[src/rtl/seq_multiplier_if.sv]
// Handshake and data bundle for the shift-and-add multiplier.
// The master drives the request and operands; the slave returns status strobes and the product.
interface seq_multiplier_if #(
    parameter int N = 8
);
    logic             start;
    logic [N-1:0]     multiplicand;
    logic [N-1:0]     multiplier;
    logic             clear;
    logic             load;
    logic             shift;
    logic             ready;
    logic             done;
    logic [2*N-1:0]   product;

    modport master (
        output start, multiplicand, multiplier,
        input  clear, load, shift, ready, done, product
    );

    modport slave (
        input  start, multiplicand, multiplier,
        output clear, load, shift, ready, done, product
    );
endinterface

[src/rtl/seq_multiplier.sv]
// Unsigned N x N shift-and-add multiplier, one ADD/SHIFT pair per multiplier bit.
// state | meaning
// IDLE  | waiting for start, operands captured on start
// INIT  | product register loaded with Qr, counter cleared
// ADD   | add Mr into upper half when P[0] is set
// SHIFT | shift product right, advance bit counter
// DONE  | one-cycle completion pulse, product valid
module seq_multiplier #(
    parameter int N = 8
) (
    input  logic            clock,
    input  logic            n_reset,
    seq_multiplier_if.slave bus
);
    localparam int CW = (N > 2) ? $clog2(N) : 1;
    localparam logic [CW-1:0] CNT_LAST = CW'(N - 1);

    typedef enum logic [2:0] {
        S_IDLE,
        S_INIT,
        S_ADD,
        S_SHIFT,
        S_DONE
    } state_t;

    state_t          state;
    state_t          state_nxt;
    logic [N-1:0]    mr;
    logic [N-1:0]    qr;
    logic [2*N:0]    p;
    logic [CW-1:0]   cnt;
    logic            clear_c;
    logic            load_c;
    logic            shift_c;
    logic            ready_c;
    logic            done_c;

    always_ff @(posedge clock or negedge n_reset) begin
        if (!n_reset) begin
            state <= S_IDLE;
        end else begin
            state <= state_nxt;
        end
    end

    always_ff @(posedge clock or negedge n_reset) begin
        if (!n_reset) begin
            mr  <= '0;
            qr  <= '0;
            p   <= '0;
            cnt <= '0;
        end else begin
            case (state)
                S_IDLE: begin
                    if (bus.start) begin
                        mr <= bus.multiplicand;
                        qr <= bus.multiplier;
                    end
                end
                S_INIT: begin
                    p   <= {{(N+1){1'b0}}, qr};
                    cnt <= '0;
                end
                S_ADD: begin
                    // Carry lands in P[2N] and is shifted back into the upper half next cycle
                    if (p[0]) begin
                        p[2*N:N] <= {1'b0, p[2*N-1:N]} + {1'b0, mr};
                    end
                end
                S_SHIFT: begin
                    p   <= p >> 1;
                    cnt <= cnt + 1'b1;
                end
                default: ;
            endcase
        end
    end

    always_comb begin
        state_nxt = state;
        clear_c   = 1'b0;
        load_c    = 1'b0;
        shift_c   = 1'b0;
        ready_c   = 1'b0;
        done_c    = 1'b0;
        case (state)
            S_IDLE: begin
                ready_c = 1'b1;
                if (bus.start) state_nxt = S_INIT;
            end
            S_INIT: begin
                clear_c   = 1'b1;
                state_nxt = S_ADD;
            end
            S_ADD: begin
                load_c    = p[0];
                state_nxt = S_SHIFT;
            end
            S_SHIFT: begin
                shift_c   = 1'b1;
                state_nxt = (cnt == CNT_LAST) ? S_DONE : S_ADD;
            end
            S_DONE: begin
                done_c    = 1'b1;
                state_nxt = S_IDLE;
            end
            default: state_nxt = S_IDLE;
        endcase
    end

    assign bus.clear   = clear_c;
    assign bus.load    = load_c;
    assign bus.shift   = shift_c;
    assign bus.ready   = ready_c;
    assign bus.done    = done_c;
    assign bus.product = p[2*N-1:0];
endmodule

[src/flat_wrapper.sv]
// flat-port wrapper written by rule: the top's interface ports become plain ports
module seq_multiplier_flat 
#(
    parameter int N = 8
)
  (clock, n_reset, bus_start, bus_multiplicand, bus_multiplier, bus_clear, bus_load, bus_shift, bus_ready, bus_done, bus_product);
  seq_multiplier_if #(.N(N)) bus_i ();
  input  logic clock;
  input  logic n_reset;
  input wire logic [$bits(bus_i.start)-1:0] bus_start;
  input wire logic [$bits(bus_i.multiplicand)-1:0] bus_multiplicand;
  input wire logic [$bits(bus_i.multiplier)-1:0] bus_multiplier;
  output wire logic [$bits(bus_i.clear)-1:0] bus_clear;
  output wire logic [$bits(bus_i.load)-1:0] bus_load;
  output wire logic [$bits(bus_i.shift)-1:0] bus_shift;
  output wire logic [$bits(bus_i.ready)-1:0] bus_ready;
  output wire logic [$bits(bus_i.done)-1:0] bus_done;
  output wire logic [$bits(bus_i.product)-1:0] bus_product;
  assign bus_i.start = bus_start;
  assign bus_i.multiplicand = bus_multiplicand;
  assign bus_i.multiplier = bus_multiplier;
  assign bus_clear = bus_i.clear;
  assign bus_load = bus_i.load;
  assign bus_shift = bus_i.shift;
  assign bus_ready = bus_i.ready;
  assign bus_done = bus_i.done;
  assign bus_product = bus_i.product;
  seq_multiplier #(.N(N)) u_core (.clock(clock), .n_reset(n_reset), .bus(bus_i));
endmodule
[config.mk]
export PLATFORM = sky130hd
export DESIGN_NAME = seq_multiplier_flat
export DESIGN_NICKNAME = d
export VERILOG_FILES = /design/src/rtl/seq_multiplier_if.sv /design/src/rtl/seq_multiplier.sv /design/src/flat_wrapper.sv
export SDC_FILE = /design/constraint.sdc
export NUM_CORES = 1
export LEC_CHECK = 0
export CORE_AREA = 5 5 68 70
export CTS_CLUSTER_SIZE = 25
export DETAILED_ROUTE_END_ITERATION = 8
export DIE_AREA = 0 0 73 75
export DONT_BUFFER_PORTS = 1
export PLACE_DENSITY = 0.77
export SLEW_MARGIN = 25
export SYNTH_ARGS = -nofsm -noshare
export SYNTH_HDL_FRONTEND = slang
export SYNTH_SLANG_ARGS = --single-unit
[constraint.sdc]
create_clock -name clock -period 2.2 [get_ports clock]
set_clock_uncertainty 0.05 [all_clocks]
set_input_delay 0.22 -clock clock [delete_from_list [all_inputs] [get_ports clock]]
set_output_delay 0.22 -clock clock [all_outputs]
set_load 0.1 [all_outputs]
==> flow_summary.json <==
{
  "diodes": 0,
  "area_delta_synth_final_pct": 10.85,
  "yosysWarnings": 0,
  "fin_crit_sh_pct": 93.40,
  "syn_avg_cell_area_sq_um": 11.35,
  "worst_slack_ps": 145.3,
  "wl_um": 3978,
  "start_util_pct": 55.40,
  "vias_per_cell": 5.708,
  "placed_cells": 239,
  "insertion_delay_ps": 290,
  "holdWs_ps": 19.93,
  "critical_path_class": "register to register",
  "synthFlopType": "dfrtp_1",
  "reg2reg_slack_ps": 150,
  "ant_nets": 0,
  "synth.top_cells.by_area": "dfrtp_1 45%, mux2_4 6.9%, ha_1 5.8%",
  "post-place-ws_ps": 14.88,
  "async_reset_ff_share_pct": 100.0,
  "critPathLaunchType": "register",
  "syn-instance-count": 191,
  "status": "finished clean",
  "clockRootBuffer": "clkbuf_8",
  "min_path_cells": 1,
  "antenna_found_initial": 0,
  "cp_data_required_time_ps": 2300,
  "firstDrtPassIters": 4,
  "min_path_type": "input port to register",
  "num_rows": 23,
  "clkSinkCount": 39,
  "post_cts_buffers": 0,
  "synth_edf_count": 0,
  "critPathMaxFanout": 3,
  "rsz0062_at_grt": "no",
  "yosysTopAreaCellShare_pct": 45.01,
  "synth.cell_area_sq_mm": 0.002168,
  "worstPathArrival_ps": 2160,
  "grt_use_total_pct": 16.03,
  "clock_path_buffers": 2,
  "numCtsBuffers": 5,
  "drive_gt1_share_pct": 31.50,
  "cts_tree": "done",
  "portBuffers": 0,
  "endpoint_kind": "register",
  "nets": 229,
  "gp_congestion": 0.8501,
  "grt_pass1_vias": 1480,
  "setup_viol": 0,
  "min_period_ps": 2055,
  "slew_headroom_pct": 69.05,
  "die_h_um": 75,
  "report.final.hold_viol_count": 0,
  "drc_errors": 0,
  "yosysUniqueCellTypes": 43,
  "ios": 40,
  "hpwl_um": 3074,
  "yosysSeqAreaShare_pct": 45.01,
  "yosysMostFrequentCell": "dfrtp_1",
  "synth_commonest_cells": "39 x dfrtp_1, 21 x nand2_1, 16 x buf_4, 15 x o21ai_0",
  "via_count": 1427,
  "drt_iter0_drc": 99,
  "grt_pass1_wl_um": 6796,
  "die_area_sq_mm": 0.005475,
  "die_w_um": 73,
  "ff2ff_path_depth": 7,
  "synth_top_cell_by_area": "dfrtp_1",
  "clk_pin_slew_ps": 80,
  "r2r_end": "u_core.p[14]",
  "wl_per_cell_um": 15.91,
  "tightest_slew_ps": 464.3,
  "max-cap-violations": 0,
  "htree_levels": 2,
  "timing.rr.start": "u_core.mr[0]",
  "maxSlewViolCount": 0,
  "syn-num-nets": 221,
  "grt-ovfl-total": 0,
  "yosys_register_bits": 39,
  "fmax_mhz": 486.7,
  "min_from": "bus_multiplier[5]",
  "grt_max_degree": 40,
  "final_cell_count_no_fill": 250,
  "min_delay_worst_endpoint": "u_core.qr[5]",
  "coreArea_sq_mm": 0.003914
}
## worst max-delay path: stages, from the launching register on
cell      delay [ps]
dfrtp_1          400
ha_1             230
fa_2             390
a211oi_2         260
o21ai_1          120
a21o_1           190
a32oi_1          180
o21ai_0          100
## layout by cell type (no fill, tap or decap), types with 3 or more instances in the layout
| cell type | instances |
|---|---|
| a211oi_1 | 5 |
| nor2_1 | 5 |
| mux2i_1 | 8 |
| dfrtp_1 | 39 |
| buf_12 | 4 |
| a22oi_1 | 4 |
| mux2_2 | 7 |
| o21ai_1 | 3 |
| clkbuf_8 | 6 |
| nand2_1 | 21 |
| a21oi_1 | 6 |
| mux2_4 | 10 |
| ha_1 | 10 |
| xnor2_1 | 3 |
| a21o_1 | 4 |
| o21ai_0 | 14 |
| buf_4 | 21 |
## per-layer routing
layer  wire (um)  share of wire [%]  global-route usage, %  vias up
li1            -                  -                      -      672
met1        1628                 41                  18.78      702
met2        2000                 50                  26.22       47
met3         285                7.2                  6.409        6
met4          64                1.6                  6.762        0
met5           0                  0                      0        -
## metrics by stage
stage / setup TNS [ps] / cell area [sq um] / utilization, %
2_1_floorplan: -875.7 / 2182 / -
3_3_place_gp: 0 / 2257 / 57.67
3_5_place_dp: 0 / 2257 / 57.67
4_1_cts: 0 / 2401 / 61.35
5_1_grt: 0 / 2404 / 61.41
6_report: 0 / 2404 / 61.41
## final cells by class
class,count,area [sq um]
clock buffers,6,82.58
clock inverters,2,16.27
fillers,322,1510
inverters,3,11.26
multi-input cells,123,997.2
flip-flops and latches,39,975.9
well taps,50,62.56
repair buffers,27,257.7
## flip-flops by register name, summed over array words and instances, names as in the netlist
| signal | count |
|---|---|
| u_core.state | 3 |
| u_core.p | 17 |
| u_core.mr | 8 |
| u_core.cnt | 3 |
| u_core.qr | 8 |
## worst max-delay path by stage
stage,start,end,slack [ps],depth (start not counted)
after detailed placement,u_core.mr[0],u_core.p[14],10,7
after floorplan,u_core.state[0],u_core.mr[0],-80,6
final,u_core.mr[0],u_core.p[14],150,7
after CTS,u_core.mr[0],u_core.p[14],40,7
after global routing,u_core.mr[0],u_core.p[14],40,7
after global placement,u_core.p[8],u_core.p[14],100,7
## what timing repair did
item | 4_1_cts | 5_1_grt
setup endpoints to repair | 1 | 1
hold buffers | 3 | 0
gates resized for setup | 1 | 2
endpoints found under the hold margin | 40 | 0
## cells by family after synthesis
kind of cell	Yosys count	synth area share, %
xor+xnor	4	1.616
simple gates	38	8.772
fa+ha+maj	11	6.694
flops	39	45.01
mux	25	14.25
buf+inv	29	10.27
compound gates	45	13.39
Power is not shown: default switching activity piles up to over one toggle a cycle in this logic, so the estimate is an artifact.
